--- config.mk ---
export PLATFORM = sky130hd
export DESIGN_NAME = i2c_target_responder_flat
export DESIGN_NICKNAME = d
export VERILOG_FILES = /design/src/rtl/i2c_pkg.sv /design/src/rtl/i2c_target_responder_if.sv /design/src/rtl/i2c_sync_edge.sv /design/src/rtl/i2c_target_responder.sv /design/src/flat_wrapper.sv
export SDC_FILE = /design/constraint.sdc
export NUM_CORES = 1
export LEC_CHECK = 0
export CAP_MARGIN = 20
export CORE_MARGIN = 10
export CORE_UTILIZATION = 50
export DETAILED_ROUTE_END_ITERATION = 10
export HOLD_SLACK_MARGIN = 0.05
export PLACE_DENSITY_LB_ADDON = 0.1
export SYNTH_ARGS = -nofsm -noshare
export SYNTH_HDL_FRONTEND = slang
export SYNTH_SLANG_ARGS = --single-unit
--- constraint.sdc ---
create_clock -name clk -period 2.5 [get_ports clk]
set_input_delay 0.375 -clock clk [delete_from_list [all_inputs] [get_ports clk]]
set_output_delay 0.375 -clock clk [all_outputs]
set_load 0.03 [all_outputs]
--- src/rtl/i2c_pkg.sv ---
// I2C target shared types: FSM state encoding and bus-level constants.
// Latency: n/a (declarations only).
// Backpressure: n/a.
package i2c_pkg;

    typedef enum logic [2:0] {
        ST_IDLE,
        ST_ADDR,
        ST_ADDR_ACK,
        ST_WR_BYTE,
        ST_WR_ACK,
        ST_RD_BYTE,
        ST_RD_ACK,
        ST_IGNORE
    } i2c_state_e;

    localparam logic I2C_ACK  = 1'b0;
    localparam logic I2C_NACK = 1'b1;
    localparam logic RW_WRITE = 1'b0;
    localparam logic RW_READ  = 1'b1;

    // True when the 7 address bits of a received address byte equal addr.
    function automatic logic addr_match(input logic [7:0] addr_byte, input logic [6:0] addr);
        return addr_byte[7:1] == addr;
    endfunction

endpackage

--- src/rtl/i2c_target_responder_if.sv ---
// Pin and register-port bundle of the I2C target responder.
// Latency: n/a (wires only).
// Backpressure: none; the register port is a fire-and-forget pulse plus a read mux.
interface i2c_target_responder_if;
    logic       scl_i;
    logic       sda_i;
    logic       sda_oe;
    logic       wr_valid;
    logic [7:0] wr_addr;
    logic [7:0] wr_data;
    logic [7:0] rd_addr;
    logic [7:0] rd_data;
    logic       busy;

    modport slave (
        input  scl_i, sda_i, rd_data,
        output sda_oe, wr_valid, wr_addr, wr_data, rd_addr, busy
    );

    modport master (
        output scl_i, sda_i, rd_data,
        input  sda_oe, wr_valid, wr_addr, wr_data, rd_addr, busy
    );
endinterface

--- src/rtl/i2c_sync_edge.sv ---
// Synchronizes SCL/SDA and flags SCL edges plus START/STOP conditions.
// Latency: SYNC_STAGES clk to the synchronized level, edge flags valid in that same clk.
// Backpressure: none; flags are single-clk pulses.
module i2c_sync_edge #(
    parameter int SYNC_STAGES = 2
) (
    input  logic clk,
    input  logic rst,
    input  logic scl_i,
    input  logic sda_i,
    output logic sda_o,
    output logic scl_rise_o,
    output logic scl_fall_o,
    output logic start_o,
    output logic stop_o
);

    logic [SYNC_STAGES-1:0] scl_sync_q;
    logic [SYNC_STAGES-1:0] sda_sync_q;
    logic                   scl_prev_q;
    logic                   sda_prev_q;
    logic                   scl_s;
    logic                   sda_s;

    // Synchronizer chains plus one history bit; reset to the idle-high bus level
    // so leaving reset never fakes an edge.
    always_ff @(posedge clk or posedge rst) begin
        if (rst) begin
            scl_sync_q <= '1;
            sda_sync_q <= '1;
            scl_prev_q <= 1'b1;
            sda_prev_q <= 1'b1;
        end else begin
            scl_sync_q <= {scl_sync_q[SYNC_STAGES-2:0], scl_i};
            sda_sync_q <= {sda_sync_q[SYNC_STAGES-2:0], sda_i};
            scl_prev_q <= scl_s;
            sda_prev_q <= sda_s;
        end
    end

    assign scl_s      = scl_sync_q[SYNC_STAGES-1];
    assign sda_s      = sda_sync_q[SYNC_STAGES-1];
    assign sda_o      = sda_s;
    assign scl_rise_o = scl_s & ~scl_prev_q;
    assign scl_fall_o = ~scl_s & scl_prev_q;
    // SDA moving while SCL is stably high is a bus condition, never data.
    assign start_o    = scl_s & scl_prev_q & sda_prev_q & ~sda_s;
    assign stop_o     = scl_s & scl_prev_q & ~sda_prev_q & sda_s;

endmodule

--- src/rtl/i2c_target_responder.sv ---
// I2C target: address match/ACK, pointer-addressed register writes and reads.
// Latency: sda_oe follows a pin SCL fall by SYNC_STAGES+1 clk; wr_valid rises with the data ACK.
// Backpressure: none; no clock stretching, wr_valid is a 1-clk pulse with no ready.
module i2c_target_responder
    import i2c_pkg::*;
#(
    parameter logic [6:0] TARGET_ADDR = 7'h20,
    parameter int         SYNC_STAGES = 2
) (
    input logic                    clk,
    input logic                    rst,
    i2c_target_responder_if.slave  bus
);

    logic       sda_s;
    logic       scl_rise;
    logic       scl_fall;
    logic       start_det;
    logic       stop_det;

    i2c_state_e state_q;
    logic [7:0] shift_q;
    logic [2:0] bit_cnt_q;
    logic [7:0] ptr_q;
    logic       rw_q;
    logic       first_q;
    logic       sda_oe_q;
    logic       wr_valid_q;
    logic [7:0] wr_addr_q;
    logic [7:0] wr_data_q;
    logic       busy_q;
    logic [7:0] shift_in;

    i2c_sync_edge #(.SYNC_STAGES(SYNC_STAGES)) u_sync_edge (
        .clk        (clk),
        .rst        (rst),
        .scl_i      (bus.scl_i),
        .sda_i      (bus.sda_i),
        .sda_o      (sda_s),
        .scl_rise_o (scl_rise),
        .scl_fall_o (scl_fall),
        .start_o    (start_det),
        .stop_o     (stop_det)
    );

    assign shift_in = {shift_q[6:0], sda_s};

    // Protocol FSM: START/STOP override everything, data sampled on SCL rise,
    // SDA only ever changed on SCL fall.
    always_ff @(posedge clk or posedge rst) begin
        if (rst) begin
            state_q    <= ST_IDLE;
            shift_q    <= 8'h00;
            bit_cnt_q  <= 3'd0;
            ptr_q      <= 8'h00;
            rw_q       <= RW_WRITE;
            first_q    <= 1'b0;
            sda_oe_q   <= 1'b0;
            wr_valid_q <= 1'b0;
            wr_addr_q  <= 8'h00;
            wr_data_q  <= 8'h00;
            busy_q     <= 1'b0;
        end else begin
            wr_valid_q <= 1'b0;
            if (start_det) begin
                state_q   <= ST_ADDR;
                bit_cnt_q <= 3'd0;
                sda_oe_q  <= 1'b0;
            end else if (stop_det) begin
                state_q  <= ST_IDLE;
                sda_oe_q <= 1'b0;
                busy_q   <= 1'b0;
            end else begin
                case (state_q)
                    ST_ADDR: begin
                        if (scl_rise) begin
                            shift_q   <= shift_in;
                            bit_cnt_q <= bit_cnt_q + 3'd1;
                            if (bit_cnt_q == 3'd7) begin
                                if (addr_match(shift_in, TARGET_ADDR)) begin
                                    state_q <= ST_ADDR_ACK;
                                    busy_q  <= 1'b1;
                                    rw_q    <= shift_in[0];
                                end else begin
                                    state_q <= ST_IGNORE;
                                end
                            end
                        end
                    end
                    ST_ADDR_ACK: begin
                        // First fall drives the ACK, second fall ends the ACK slot.
                        if (scl_fall) begin
                            if (!sda_oe_q) begin
                                sda_oe_q <= 1'b1;
                            end else if (rw_q == RW_READ) begin
                                shift_q   <= bus.rd_data;
                                sda_oe_q  <= ~bus.rd_data[7];
                                ptr_q     <= ptr_q + 8'd1;
                                bit_cnt_q <= 3'd0;
                                state_q   <= ST_RD_BYTE;
                            end else begin
                                sda_oe_q  <= 1'b0;
                                bit_cnt_q <= 3'd0;
                                first_q   <= 1'b1;
                                state_q   <= ST_WR_BYTE;
                            end
                        end
                    end
                    ST_WR_BYTE: begin
                        if (scl_rise) begin
                            shift_q   <= shift_in;
                            bit_cnt_q <= bit_cnt_q + 3'd1;
                            if (bit_cnt_q == 3'd7) begin
                                state_q <= ST_WR_ACK;
                            end
                        end
                    end
                    ST_WR_ACK: begin
                        // The byte is committed only once it is acknowledged, so a
                        // STOP inside the byte never produces a write.
                        if (scl_fall) begin
                            if (!sda_oe_q) begin
                                sda_oe_q <= 1'b1;
                                if (first_q) begin
                                    ptr_q   <= shift_q;
                                    first_q <= 1'b0;
                                end else begin
                                    wr_valid_q <= 1'b1;
                                    wr_addr_q  <= ptr_q;
                                    wr_data_q  <= shift_q;
                                    ptr_q      <= ptr_q + 8'd1;
                                end
                            end else begin
                                sda_oe_q  <= 1'b0;
                                bit_cnt_q <= 3'd0;
                                state_q   <= ST_WR_BYTE;
                            end
                        end
                    end
                    ST_RD_BYTE: begin
                        // Bit 7 went out at load; each fall presents the next bit.
                        if (scl_fall) begin
                            bit_cnt_q <= bit_cnt_q + 3'd1;
                            if (bit_cnt_q == 3'd7) begin
                                sda_oe_q <= 1'b0;
                                state_q  <= ST_RD_ACK;
                            end else begin
                                shift_q  <= {shift_q[6:0], 1'b0};
                                sda_oe_q <= ~shift_q[6];
                            end
                        end
                    end
                    ST_RD_ACK: begin
                        if (scl_rise && sda_s == I2C_NACK) begin
                            state_q <= ST_IGNORE;
                        end else if (scl_fall) begin
                            shift_q   <= bus.rd_data;
                            sda_oe_q  <= ~bus.rd_data[7];
                            ptr_q     <= ptr_q + 8'd1;
                            bit_cnt_q <= 3'd0;
                            state_q   <= ST_RD_BYTE;
                        end
                    end
                    default: ;
                endcase
            end
        end
    end

    assign bus.sda_oe   = sda_oe_q;
    assign bus.wr_valid = wr_valid_q;
    assign bus.wr_addr  = wr_addr_q;
    assign bus.wr_data  = wr_data_q;
    assign bus.rd_addr  = ptr_q;
    assign bus.busy     = busy_q;

endmodule
--- src/flat_wrapper.sv ---
// flat-port wrapper written by rule: the top's interface ports become plain ports
module i2c_target_responder_flat import i2c_pkg::*;
#(
    parameter logic [6:0] TARGET_ADDR = 7'h20,
    parameter int         SYNC_STAGES = 2
)
  (clk, rst, bus_scl_i, bus_sda_i, bus_rd_data, bus_sda_oe, bus_wr_valid, bus_wr_addr, bus_wr_data, bus_rd_addr, bus_busy);
  i2c_target_responder_if bus_i ();
  input logic clk;
  input logic rst;
  input wire logic [$bits(bus_i.scl_i)-1:0] bus_scl_i;
  input wire logic [$bits(bus_i.sda_i)-1:0] bus_sda_i;
  input wire logic [$bits(bus_i.rd_data)-1:0] bus_rd_data;
  output wire logic [$bits(bus_i.sda_oe)-1:0] bus_sda_oe;
  output wire logic [$bits(bus_i.wr_valid)-1:0] bus_wr_valid;
  output wire logic [$bits(bus_i.wr_addr)-1:0] bus_wr_addr;
  output wire logic [$bits(bus_i.wr_data)-1:0] bus_wr_data;
  output wire logic [$bits(bus_i.rd_addr)-1:0] bus_rd_addr;
  output wire logic [$bits(bus_i.busy)-1:0] bus_busy;
  assign bus_i.scl_i = bus_scl_i;
  assign bus_i.sda_i = bus_sda_i;
  assign bus_i.rd_data = bus_rd_data;
  assign bus_sda_oe = bus_i.sda_oe;
  assign bus_wr_valid = bus_i.wr_valid;
  assign bus_wr_addr = bus_i.wr_addr;
  assign bus_wr_data = bus_i.wr_data;
  assign bus_rd_addr = bus_i.rd_addr;
  assign bus_busy = bus_i.busy;
  i2c_target_responder #(.TARGET_ADDR(TARGET_ADDR), .SYNC_STAGES(SYNC_STAGES)) u_core (.clk(clk), .rst(rst), .bus(bus_i));
endmodule
=== Yosys cells after proc, flatten, opt, wreduce, memory -nomap -nowiden ===
Cells that the tools add are included.

* Logic and storage cells: 168
* Bits in registers: 49
* Input bits: 12
* Output and inout bits: 27

* Reduce and logical (&&, ||, !) cells: 22
* Mux-type cells: 73
* Equal/unequal tests: 39
* Bitwise logic cells: 17
* Add/subtract/negate cells: 2

{| class="wikitable"
|+ Operators by type and width
! cell !! count
|-
| $mux 8 || 16
|-
| $mux 3 || 24
|-
| $ne 4x1->1 const B || 11
|-
| $pmux 8 s4 || 1
|-
| $mux 1 || 27
|-
| $pmux 8 s3 || 1
|-
| $pmux 3 s6 || 1
|-
| $reduce_and 6->1 || 3
|-
| $ne 2x1->1 const B || 8
|-
| $reduce_and 8->1 || 2
|-
| $ne 3x1->1 const B || 5
|-
| $eq 3x3->1 const B || 4
|-
| $pmux 3 s4 || 1
|-
| $reduce_and 12->1 || 1
|-
| $reduce_and 11->1 || 1
|-
| $not 1->1 || 10
|-
| $reduce_and 10->1 || 1
|-
| $reduce_bool 2->1 || 5
|-
| $add 8x1->8 const B || 1
|-
| $ne 2x2->1 const B || 4
|-
| $reduce_bool 8->1 || 1
|-
| $and 1x1->1 || 7
|-
| $eq 7x6->1 const B || 1
|-
| $eq 3x2->1 const B || 2
|-
| other kinds (14) || 15
|}

=== Logic depth before layout (Yosys ltp) ===
Gate-level depths: netlist of the first run.

* Depth after elaboration: 7
* Mapped depth: 8
* Depth with buffers taken out: 7

=== Hierarchy ===
A second synthesis of the first run with hierarchy kept.

* Cell total of the unflattened synthesis: 237
* Area, all modules: 2572.5 sq um

{| class="wikitable"
|+ By module, submodules not included
! module !! area each (sq um) !! instances !! sequential area each (sq um) !! cells each
|-
| i2c_target_responder || 2378.5 || 1 || 1076.0 || 226
|-
| i2c_sync_edge || 193.9 || 1 || 157.7 || 11
|}

=== Least setup slack after synthesis of the first run ===
Ideal clock, no wire load.

* Kind: register -> register
* Start point: register u_core.bit_cnt_q[0]
* End point: register u_core.shift_q[1]
* Cell stages (with the launch flop): 9
* Slack: 691 ps
* Data required time: 2427 ps
* Library setup time: 73 ps
* Period minus slack after synthesis: 1809 ps
* Path buffers: 1
* Data arrival time: 1736 ps
* Cell sequence: dfrtp_1 ha_1 ha_1 o21ai_0 a21oi_1 a311oi_4 buf_6 nor2_1 a21oi_2

* Longest elaborated chain between the ends: 3

{| class="wikitable"
|+ Ends and longest elaborated chain
! item !! RTL line !! RTL
|-
| start, declared || i2c_target_responder.sv:23 || <nowiki>logic [2:0] bit_cnt_q;</nowiki>
|-
| start signal, assigned || i2c_target_responder.sv:78 || <nowiki>bit_cnt_q <= bit_cnt_q + 3'd1;</nowiki>
|-
| start signal, assigned || i2c_target_responder.sv:112 || <nowiki>bit_cnt_q <= bit_cnt_q + 3'd1;</nowiki>
|-
| start signal, assigned || i2c_target_responder.sv:143 || <nowiki>bit_cnt_q <= bit_cnt_q + 3'd1;</nowiki>
|-
| $eq 3x3->1 || i2c_target_responder.sv:144 || <nowiki>if (bit_cnt_q == 3'd7) begin</nowiki>
|-
| $ne 2x2->1 (no source line) || -- ||
|-
| $reduce_and 11->1 (no source line) || -- ||
|-
| end signal, assigned || i2c_target_responder.sv:111 || <nowiki>shift_q <= shift_in;</nowiki>
|-
| end signal, assigned || i2c_target_responder.sv:148 || <nowiki>shift_q <= {shift_q[6:0], 1'b0};</nowiki>
|-
| end signal, assigned || i2c_target_responder.sv:157 || <nowiki>shift_q <= bus.rd_data;</nowiki>
|-
| end, declared || i2c_target_responder.sv:22 || <nowiki>logic [7:0] shift_q;</nowiki>
|}

Every way passes these cells.
A chain may end at the register's enable or synchronous reset.

=== Worst setup path after layout of the first run ===
* Start point: register u_core.u_sync_edge.scl_prev_q
* End point: register u_core.wr_addr_q[3] (netlist: u_core.bus.wr_addr[3])

* Longest elaborated chain between the ends: 5
* Elaborated cells on any way between the ends: 9
* Those cells by class: bitwise: 8; reduce/logical: 1

{| class="wikitable"
|+ Ends and longest elaborated chain
! item !! RTL line !! RTL
|-
| start, declared || i2c_sync_edge.sv:20 || <nowiki>logic scl_prev_q;</nowiki>
|-
| start signal, assigned || i2c_sync_edge.sv:36 || <nowiki>scl_prev_q <= scl_s;</nowiki>
|-
| $and 1x1->1 || i2c_sync_edge.sv:47, i2c_sync_edge.sv:48 ||
|-
| $and 1x1->1 (on tied branches) (2 in series) || i2c_sync_edge.sv:47, i2c_sync_edge.sv:48 ||
|-
| $not 1->1 (no source line) || -- ||
|-
| $reduce_and 6->1 (no source line) * || -- ||
|-
| end signal, assigned || i2c_target_responder.sv:129 || <nowiki>wr_addr_q <= ptr_q;</nowiki>
|-
| end, declared || i2c_target_responder.sv:29 || <nowiki>logic [7:0] wr_addr_q;</nowiki>
|}

Every way passes the cells marked *; elsewhere a longest branch is shown, timed or not.

==> impl.org, run 1 <==
** Flow run
- The tool flagged a number of max-cap violations equal to 0.

** Global route
- The first global-routing pass estimated 10100 µm of wire.
- For this run the aggregate overflow at the end of global routing stands at 0.
- The number of antenna violations at the first check in global routing is 0.
- In the global route stage, overall resource usage came out at 14.1%.
- Number of global-route vias before repair :: 2044
- Entering global routing, the biggest net connects 27 pins.

** Final layout
- Fill cells in the final layout number 443.
- Final core utilization :: 61.2%
- In the layout the commonest cells are 43 x sky130_fd_sc_hd__dfrtp_1, 38 x sky130_fd_sc_hd__clkdlybuf4s50_1, 19 x sky130_fd_sc_hd__a21oi_1, 17 x sky130_fd_sc_hd__nor2_1.
- Final net count :: 292
- Fraction of layout instances using a drive strength above 1 :: 19.1%
- The area growth from synthesis to layout is 19.2%.
- Register cell area after layout :: 1230 µm²
- Commonest non-fill, non-tap cell in the layout :: sky130_fd_sc_hd__dfrtp_1
- 0 antenna diodes ended up in the layout.
- The multi-input combinational cells in the finished layout cover a total of 1270 µm².

** Synth
- Number of flops mapped to enable cells by yosys :: 0
- Number of library cell types mapped by synthesis :: 60
- The cell area that synthesis handed to floorplanning was 2620 µm².
- Post-Syn Instances :: 239
- Synth Flop Type :: sky130_fd_sc_hd__dfrtp_1
- Synthesis produced a netlist with a net count of 254.
- For this run, the number of Yosys warnings is 0.
- For this run, the register share of the synthesized area comes to 47.0%.
- Counting flops with an async set or reset pin after synthesis yields a share of 100%.
- Mapped Avg Cell Area :: 11.0 µm²
- Counting flops and latches in the post-synthesis netlist gives 49.

** Place
- Weighted congestion reported at the end of routability-driven placement :: 0.870
- Setup slack after placement :: 0.412 ns
- Number of buffer cells added on primary ports :: 38
- Half-perimeter wire length after detailed placement :: 4220 µm

** Setup path
- Along the worst path, the maximum fanout reaches 17.
- The worst setup path is captured at a flop.
- Critical Path AT :: 2.29 ns
- The worst setup path is launched from a flop.
- STA puts the critical path data required time at 2.69 ns.
- The setup path with the least slack is of type reg -> reg.

** STA
- Relative slew slack :: 63.7%
- Post-layout minimum cycle time :: 2.10 ns
- Hold Fails Final Rpt :: 0
- Aggregate negative setup slack :: 0 ns
- Crit share post-route :: 83.8%
- Setup violations remaining at the end of the flow were counted as 0.
- Final Slew Violations :: 0
- Crit path setup slack, layout :: 0.405 ns
- Between clock sinks in the finished design, the worst skew comes to 0.00486 ns.
- At the pin with the least slew margin, the transition time is 0.544 ns.
- Peak clock frequency supported by timing :: 477 MHz
- RSZ-0062 raised after global routing :: no

** Clock network
- TritonCTS clock tree :: done
- Clock transition time at the flip-flop clock pins of the worst setup and hold paths :: 0.09 ns
- In this run the number of H-tree levels came out at 2.
- Buffer cell driving the clock tree root :: sky130_fd_sc_hd__clkbuf_8
- For the worst-skew pair, the clock arrives at the later sink with an insertion delay of 0.30 ns.
- Hold repair after CTS inserted 0 buffers.
- CTS saw 49 sinks.
- In this run the deepest clock path goes through 2 buffers.
- In this run the post-CTS setup repair buffer count came out at 0.
- TritonCTS created 5 clock buffers.
- Number of instances resized during post-cts repair :: 0

** Drt
- After detailed routing, the total wire length is 5850 µm.
- The routed layout has 1973 vias.
- Number of remaining DRC errors :: 0
- Routed length per instance :: 16.8 µm
- Detailed-route vias per instance :: 5.67
- First-iteration detailed-routing DRC count :: 186
- First drt pass iteration count :: 4
- Count of antenna-violating nets left after detailed routing :: 0

** Power
- Worst supply voltage drop on vdd :: 0.000524 V
- Pleak :: 1.32 nW
- For this design the ratio of total power to cell area is 1060 nW/µm².

** Floorplan
- Die Wd :: 92.4 µm
- Initial cell density of the core :: 51.3%
- The core region is 5110 µm².
- In this run the core area contains 26 standard-cell rows.
- Top-level port count :: 39
- In this run the vertical extent of the chip is 92.4 µm.
- The die covers 8540 µm².

** Run status
- Result of the run :: finished clean

** Hold path
- The min-delay analysis places its worst path in the category reg -> reg.
## final cells by class
class	count	share of cell area, %
Multi-Input combinational cell	171	40.5
Inverter	5	0.600
Clock inverter	2	0.440
Clock buffer	6	2.32
Timing Repair Buffer	45	13.9
Sequential cell	49	39.5
Tap cell	70	2.80
## worst paths after layout
kind                                                            start                                         end  slack (ns)  cells after the start
max reg2reg                   u_core.u_sync_edge.scl_prev_q$_DFF_PP1_           u_core.bus.wr_addr[3]$_DFFE_PP0P_        0.40                      5
min in group asynchronous                                         rst             u_core.bit_cnt_q[2]$_DFFE_PP0P_        0.43                      2
max                           u_core.u_sync_edge.scl_prev_q$_DFF_PP1_           u_core.bus.wr_addr[3]$_DFFE_PP0P_        0.40                      5
min reg2reg                u_core.u_sync_edge.sda_sync_q[0]$_DFF_PP1_  u_core.u_sync_edge.sda_sync_q[1]$_DFF_PP1_        0.36                      0
min                        u_core.u_sync_edge.sda_sync_q[0]$_DFF_PP1_  u_core.u_sync_edge.sda_sync_q[1]$_DFF_PP1_        0.36                      0
max in group asynchronous                                         rst     u_core.u_sync_edge.sda_prev_q$_DFF_PP1_        1.43                      3
## where the power goes
group          switching, mW  internal [mW]  total (mW)
registers              0.299          0.999        1.30
logic                  0.825          0.711        1.54
clock network          0.269          0.200       0.468
total                   1.39           1.91        3.30
## layer usage
metal	GRT usage [%]	wire length, µm	vias up	share of wire, %
li1	-	-	949	-
met1	19.2	2810	955	48
met2	21.7	2630	63	45
met3	3.87	360	6	6.2
met4	3.47	51	0	0.87
met5	0	0	-	0
## stage by stage
| stage | cells | power (mW) | instance area, µm² | hold slack (ns) |
|---|---|---|---|---|
| floorplan | 239 | 2.43 | 2620 | 0.345 |
| global placement | 340 | 2.84 | 3040 | 0.345 |
| detailed placement | 340 | 2.86 | 3040 | 0.347 |
| CTS | 348 | 3.34 | 3130 | 0.361 |
| global route | 348 | 3.55 | 3130 | 0.363 |
| finish | 348 | 3.30 | 3130 | 0.360 |
## sequential cells by signal, summed over array words and instances (netlist names)
register	count
u_core.bus.rd_addr	8
u_core.bus.wr_addr	8
u_core.bit_cnt_q	3
u_core.shift_q	8
u_core.u_sync_edge.sda_sync_q	2
u_core.u_sync_edge.scl_prev_q	1
u_core.bus.sda_oe	1
u_core.bus.wr_data	8
u_core.u_sync_edge.sda_prev_q	1
u_core.state_q	3
u_core.bus.wr_valid	1
u_core.rw_q	1
u_core.bus.busy	1
u_core.u_sync_edge.scl_sync_q	2
u_core.first_q	1
## Yosys cell counts (3+ instances only)
cell	n	area, µm²
sky130_fd_sc_hd__inv_1	5	18.8
sky130_fd_sc_hd__a22o_1	3	26.3
sky130_fd_sc_hd__o21a_1	3	22.5
sky130_fd_sc_hd__nand2_1	15	56.3
sky130_fd_sc_hd__mux2_2	15	169
sky130_fd_sc_hd__a31oi_1	4	25.0
sky130_fd_sc_hd__a21oi_1	19	95.1
sky130_fd_sc_hd__nor3b_1	5	37.5
sky130_fd_sc_hd__o21ai_0	13	65.1
sky130_fd_sc_hd__nand3_1	10	50.1
sky130_fd_sc_hd__nand3b_1	3	22.5
sky130_fd_sc_hd__nor4_1	3	18.8
sky130_fd_sc_hd__ha_1	3	37.5
sky130_fd_sc_hd__mux2i_1	9	90.1
sky130_fd_sc_hd__buf_6	5	56.3
sky130_fd_sc_hd__nand2b_1	4	25.0
sky130_fd_sc_hd__nor2_1	17	63.8
sky130_fd_sc_hd__o22ai_1	3	18.8
sky130_fd_sc_hd__buf_2	4	20.0
sky130_fd_sc_hd__dfrtp_1	43	1080
sky130_fd_sc_hd__dfstp_2	6	158
## worst max-delay path: stages (launching register included)
cell and delay [ns]:
sky130_fd_sc_hd__dfstp_2 0.64, sky130_fd_sc_hd__and3b_1 0.24, sky130_fd_sc_hd__and2_1 0.19, sky130_fd_sc_hd__nand2_2 0.09
sky130_fd_sc_hd__nor2_4 0.42, sky130_fd_sc_hd__mux2_2 0.39
## cells by family after synthesis
kind of cell | count (synthesis) | synth area share [%]
adders and majority gates | 3 | 1.43
buffers and inverters | 19 | 4.68
muxes | 27 | 11.3
AOI/OAI and AO/OA | 62 | 17.1
xor gates and xnor gates | 2 | 0.668
and+or+nand+nor | 77 | 17.7
DFF | 49 | 47.0
No activity file was read; power rests on OpenSTA's default activity.
==> inputs of run 2 (changes only) <==
Clock period 2.5 ns to 2.2 ns, I/O delays scaled along.
==> impl.org, run 2 (synthesis gave the netlist of run 1 again) <==
** Floorplan
- Top-level port count :: 39
- Die Wd :: 92.4 µm
- For this configuration, the core starts out at a cell density of 51.3%.
- The die covers 8540 µm².
- Die H :: 92.4 µm
- Placeable core region :: 5110 µm²
- The initialized floorplan defines 26 standard-cell rows.

** Global route
- Global-route total usage across every layer :: 13.7%
- Summed over all layers, the global routing overflow is 0.
- Pin count of the biggest net entering global routing :: 50
- Wire length of the first global-routing pass :: 9720 µm
- The via count of the first global-routing pass is 1914.
- Number of antenna violations at the first check in global routing :: 0

** Setup path
- The worst setup path is of the reg -> reg kind.
- Top fanout value on the critical path :: 13
- At the worst endpoint, the required time is 2.43 ns.
- Critical Path AT :: 2.21 ns
- In this run the critical register-to-register path is launched from u_core.state_q[2]$_DFFE_PP0P_.
- The worst setup path is launched from a flop.
- R2r setup slk :: 0.23 ns
- The worst register-to-register path ends at u_core.bus.rd_addr[4]$_DFFE_PP0P_.
- Worst-case reg-to-reg path depth :: 6
- The worst setup path is captured at a flop.

** Final layout
- In the final layout, the share of cells above drive strength 1 is 21.1%.
- Most frequent cells in the layout :: 43 x sky130_fd_sc_hd__dfrtp_1, 38 x sky130_fd_sc_hd__clkdlybuf4s50_1, 19 x sky130_fd_sc_hd__a21oi_1, 17 x sky130_fd_sc_hd__nor2_1
- Commonest non-fill, non-tap cell in the layout :: sky130_fd_sc_hd__dfrtp_1
- Relative to the synthesized area, the layout overhead comes to 22.9%.
- Antenna Diode Count :: 0
- In the final design database the tool counted 298 nets.
- For this run, the share of the core covered by cells in the final layout is 63.1%.

** STA
- Fin Clk Skew :: 0.00914 ns
- Timing would allow up to 507 MHz.
- Final Slew Violations :: 0
- In the finished design, the share of the clock period the worst path needs comes to 89.7%.
- Crit path setup slack, layout :: 0.227 ns
- Setup repair after global routing left no endpoint under its margin.
- Hold Fails Final Rpt :: 0
- Relative slew slack :: 63.7%
- Post-layout minimum cycle time :: 1.97 ns
- At the pin with the least slew margin, the transition time is 0.544 ns.
- Aggregate negative setup slack :: 0 ns
- Final-report setup violation count :: 0

** Drt
- First drt pass iteration count :: 4
- For this run, design rule violations remaining after detail routing come to 0.
- Total Routed Length :: 5800 µm
- Routed length per instance :: 16.4 µm
- Detailed-route vias per instance :: 5.53
- The detail route stage leaves a number of antenna-violating nets equal to 0.
- Number of vias after detailed routing :: 1958
- First-iteration detailed-routing DRC count :: 149

** Run status
- Result of the run :: finished clean

** Clock network
- Setup repair bufs after CTS :: 0
- Counting along the longest clock path gives a buffer depth of 2.
- TritonCTS created 5 clock buffers.
- Number of instances resized during post-cts repair :: 0
- In this run the number of H-tree levels came out at 2.
- Buffer cell driving the clock tree root :: sky130_fd_sc_hd__clkbuf_8
- Clock transition time at the flip-flop clock pins of the worst setup and hold paths :: 0.10 ns
- Skew-Pair Late Insertion Delay :: 0.31 ns
- TritonCTS clock tree :: done
- Count of clock tree sinks :: 49
- The number of hold buffers added after CTS was 0.

** Place
- OpenSTA, run right after detailed placement, puts the worst setup slack at 0.270 ns.
- Weighted congestion reported at the end of routability-driven placement :: 0.881
- Port buffering added 38 buffers.
- The wire-length estimate of the detail-placed layout is 4180 µm.

** Power
- Post-layout total power :: 3.92 mW
- Worst supply voltage drop on vdd :: 0.000707 V
- Pleak :: 1.37 nW
- Power spread over the standard cell area amounts to 1220 nW/µm².

** Flow run
- Across the run, the number of max-cap violations was 0.

** Hold path
- The path class of the tightest hold or removal check is reg -> reg.
- Start point of the worst min-delay path :: u_core.u_sync_edge.scl_sync_q[0]$_DFF_PP1_
- Along the worst hold path, the cell count comes to 0.
- Terminating pin of the worst hold path :: u_core.u_sync_edge.scl_sync_q[1]$_DFF_PP1_
## run 2: cell types whose count changed in the layout (fill, tap and decap cells not counted)
cell / change
sky130_fd_sc_hd__buf_12: +2
sky130_fd_sc_hd__buf_4: +4
sky130_fd_sc_hd__bufinv_16: +1
sky130_fd_sc_hd__clkbuf_1: -1
## run 2: worst max-delay path: stages, from the launching register on
cell                       delay (ns)
sky130_fd_sc_hd__dfrtp_1         0.62
sky130_fd_sc_hd__and3b_1         0.30
sky130_fd_sc_hd__o32ai_4         0.14
sky130_fd_sc_hd__a211oi_4        0.42
sky130_fd_sc_hd__buf_4           0.23
sky130_fd_sc_hd__a21oi_1         0.07
sky130_fd_sc_hd__a21oi_1         0.12
## run 2: cell type report
cell class,instances,area [µm²]
clock inverter,3,43.8
clock buffer,5,68.8
timing repair buffer,51,503
tap,70,87.6
inverter,5,18.8
fill,446,1890
sequential,49,1230
multi-input combinational,171,1270
## run 2: worst max path at each step
| stage | start | to | slack (ns) | cells past startpoint |
|---|---|---|---|---|
| after floorplan | u_core.bit_cnt_q[0]$_DFFE_PP0P_ | u_core.shift_q[1]$_DFFE_PP0P_ | 0.39 | 8 |
| final | u_core.state_q[2]$_DFFE_PP0P_ | u_core.bus.rd_addr[4]$_DFFE_PP0P_ | 0.23 | 6 |
| after detailed placement | u_core.state_q[2]$_DFFE_PP0P_ | u_core.bus.wr_data[2]$_DFFE_PP0P_ | 0.27 | 6 |
| after CTS | u_core.state_q[2]$_DFFE_PP0P_ | u_core.bus.rd_addr[4]$_DFFE_PP0P_ | 0.25 | 6 |
| after global routing | u_core.state_q[2]$_DFFE_PP0P_ | u_core.bus.rd_addr[4]$_DFFE_PP0P_ | 0.11 | 6 |
| after global placement | u_core.state_q[2]$_DFFE_PP0P_ | u_core.bus.wr_data[6]$_DFFE_PP0P_ | 0.29 | 6 |
## run 2: per-stage QoR
step           cell area [µm²]  hold slack (ns)  cells
2_1_floorplan             2620            0.334    239
3_3_place_gp              3110            0.347    346
3_5_place_dp              3110            0.348    346
4_1_cts                   3220            0.361    354
5_1_grt                   3220            0.362    354
6_report                  3220            0.360    354
## run 2: power by group
part	switching, mW	total [mW]	internal [mW]
Sequential	0.320	1.46	1.14
Clock	0.314	0.655	0.341
Combinational	0.972	1.81	0.839
## run 2: per-layer routing
metal | vias to the layer above | share of wire, % | global-route usage [%] | wire length, µm
met5 | - | 0 | 0 | 0
met4 | 0 | 1.1 | 3.73 | 66
met3 | 7 | 4.8 | 4.44 | 279
met2 | 42 | 44 | 20.5 | 2560
met1 | 949 | 50 | 18.7 | 2900
li1 | 960 | - | - | -
==> variant: new RTL, config.mk and constraints of run 1 <==
`SYNC_STAGES` is set to 2 in 3 places; all go to 4.
--- a/src/rtl/i2c_sync_edge.sv
+++ b/src/rtl/i2c_sync_edge.sv
@@ -2,7 +2,7 @@
 // Latency: SYNC_STAGES clk to the synchronized level, edge flags valid in that same clk.
 // Backpressure: none; flags are single-clk pulses.
 module i2c_sync_edge #(
-    parameter int SYNC_STAGES = 2
+    parameter int SYNC_STAGES = 4
 ) (
     input  logic clk,
     input  logic rst,
--- a/src/rtl/i2c_target_responder.sv
+++ b/src/rtl/i2c_target_responder.sv
@@ -5,7 +5,7 @@
     import i2c_pkg::*;
 #(
     parameter logic [6:0] TARGET_ADDR = 7'h20,
-    parameter int         SYNC_STAGES = 2
+    parameter int         SYNC_STAGES = 4
 ) (
     input logic                    clk,
     input logic                    rst,
--- a/src/flat_wrapper.sv
+++ b/src/flat_wrapper.sv
@@ -2,7 +2,7 @@
 module i2c_target_responder_flat import i2c_pkg::*;
 #(
     parameter logic [6:0] TARGET_ADDR = 7'h20,
-    parameter int         SYNC_STAGES = 2
+    parameter int         SYNC_STAGES = 4
 )
   (clk, rst, bus_scl_i, bus_sda_i, bus_rd_data, bus_sda_oe, bus_wr_valid, bus_wr_addr, bus_wr_data, bus_rd_addr, bus_busy);
   i2c_target_responder_if bus_i ();
Function: same outputs for any inputs over 4 cycles, from zero or initial values and one cycle with rst high; that may be too few to reach the edited logic, so the function may still have changed.
==> variant against run 1 <==
  * Cell area increased by 3.4%
  * Sequential cell count increased by 4
  * Total power increased by 3.5%
  * Via count decreased by 1.4%
  * Synthesized cell count decreased by 0.42%
  * Synthesized area increased by 3.7%
  * Worst hold slack got worse by 0.013 ns
  * First-iteration DRC count decreased by 13%
  * Core utilization increased by 0.87 points
  * Setup slack improved by 0.046 ns
  * Maximum frequency increased by 2.2%
  * Routed wire length increased by 0.51%
  * Combinational power decreased by 3%
  * Critical endpoint is now u_core.state_q[1]
==> variant: results (changes against run 1) <==
| Metric | Value |
|---|---|
| Status | complete, no violations |
| Worst VDD drop | 0.7057 mV (+35%) |
| Final WL | 5875 um (+0.51%) |
| NumNets Final | 291 (-0.34%) |
| Postcts setup bufs | 0 (unchanged) |
| Multi-input gate area | 1260 um^2 (-0.49%) |
| Distinct cells, synth | 54 (-10%) |
| Placer Congestion | 0.8587 (-1.2%) |
| Register area share after synthesis | 49.22% (+2.2 points) |
| Initial DRC Count | 161 (-13%) |
| Number of fill cells | 443 (unchanged) |
| Post-synth top cells | 43 x dfrtp_1, 22 x mux2_2, 15 x nor2_1 |
| Synth Area in Compound Gates | 14.08% (-3.1 points) |
| Mean Syn Cell Area | 11.43 um^2 (+4.2%) |
| Vias in the first global route | 1980 (-3.1%) |
| Adder-Cell Fraction of Synth Area | 1.380% (-0.051 points) |
| Post-CTS sizing | 0 (unchanged) |
| Largest net degree at the start of global routing | 40 (+48%) |
| Ranking of synthesized cells by area | dfrtp_1 40%, dfstp_2 9.7%, mux2_2 9.1% |
| Syn_nets | 253 (-0.39%) |
| Yosys warns | 0 (unchanged) |
| CP max FO | 22 (+5) |
| CTS Buf Count | 5 (unchanged) |
| # H-tree levels | 2 (unchanged) |
| Antenna diodes | 0 (unchanged) |
| Initial antenna violation count | 0 (unchanged) |
| Final std cells w/o fill | 347 (-0.29%) |
| CTS Buffer Depth | 2 (unchanged) |
| Worst Hold Class | in2async |
| Root buf cell | clkbuf_8 |
| Final Skew | 0.004689 ns (-0.0001669 ns) |
| First-pass GRT wire length | 9853 um (-2.5%) |
| Port Buffers | 38 (unchanged) |
| Total track usage | 13.74% (-0.38 points) |
| Worst Tran Pin Value | 0.7234 ns (+0.1794 ns) |
| Leakage | 1.430 nW (+8.0%) |
| Arr. time, crit path | 2.27 ns (-0.02 ns) |
| HPWL Detailed | 4180 um (-0.94%) |
| Synth Area in XOR/XNOR | 0.9200% (+0.25 points) |
| Async SR Flop Fraction | 100.0% (unchanged) |
| Number of routed nets with antenna violations | 0 (unchanged) |
| Layout cells sized above 1 | 20.58% (+1.5 points) |
| Worst-Skew Late Latency | 0.30 ns (about the same) |
| Vias per Instance | 5.605 (-1.1%) |
| Post-synthesis mux area share | 15.46% (+4.1 points) |
| Clock slew seen by the registers of the worst setup and hold paths | 0.09 ns (about the same) |
| Placed Cells incl. Taps | 339 (-0.29%) |
| Area after DPL | 3147 um^2 (+3.5%) |
| Dpl ws | 0.5022 ns (+0.08974 ns) |
| # setup viols final | 0 (unchanged) |
| Detailed Routing Iterations Pass 1 | 4 (unchanged) |
==> variant: final timing paths <==
check,start,endpoint,slack [ns],depth (start not counted)
worst max register to register,u_core.state_q[1],u_core.state_q[1],0.45,5
max in group asynchronous,rst,u_core.u_sync_edge.scl_prev_q,1.59,3
min in group clk,u_core.u_sync_edge.scl_sync_q[2],u_core.u_sync_edge.scl_sync_q[3],0.36,0
worst max-delay path,u_core.state_q[1],u_core.state_q[1],0.45,5
worst min-delay path,rst,u_core.bus.busy,0.35,2
worst min register to register,u_core.u_sync_edge.scl_sync_q[2],u_core.u_sync_edge.scl_sync_q[3],0.36,0
==> variant: kinds of logic (layout without fill, tap and decap cells) <==
group,count (synthesis),after routing
DFF,53,53
buffers and inverters,22,61
xor gates and xnor gates,2,2
AOI/OAI and AO/OA,51,51
and+or+nand+nor,69,69
muxes,38,38
adders and majority gates,3,3
==> variant: critical path, cell delays in order, from the launching register on <==
cell,delay [ns]
dfrtp_1,0.82
a21bo_2,0.39
a311oi_2,0.07
a211oi_2,0.37
nor2_1,0.08
a211oi_1,0.23
==> variant: where the power goes <==
group / switching [mW] / internal, mW
logic: 0.787 / 0.709
registers: 0.362 / 1.09
clock network: 0.268 / 0.199
==> variant: area by class of cell <==
cell class | count | share of cell area [%]
Sequential cell | 53 | 41.44
Multi-Input combinational cell | 163 | 39.00
Timing Repair Buffer | 41 | 12.86
Tap cell | 70 | 2.711
Clock buffer | 7 | 2.363
Inverter | 12 | 1.394
Clock inverter | 1 | 0.2324
==> variant: per-layer routing <==
metal | vias up | track usage, % | part of all wire [%]
li1 | 934 | - | -
met1 | 957 | 18.14 | 48
met2 | 48 | 21.26 | 46
met3 | 6 | 3.997 | 5.4
met4 | 0 | 4.051 | 1.1
met5 | - | 0 | 0
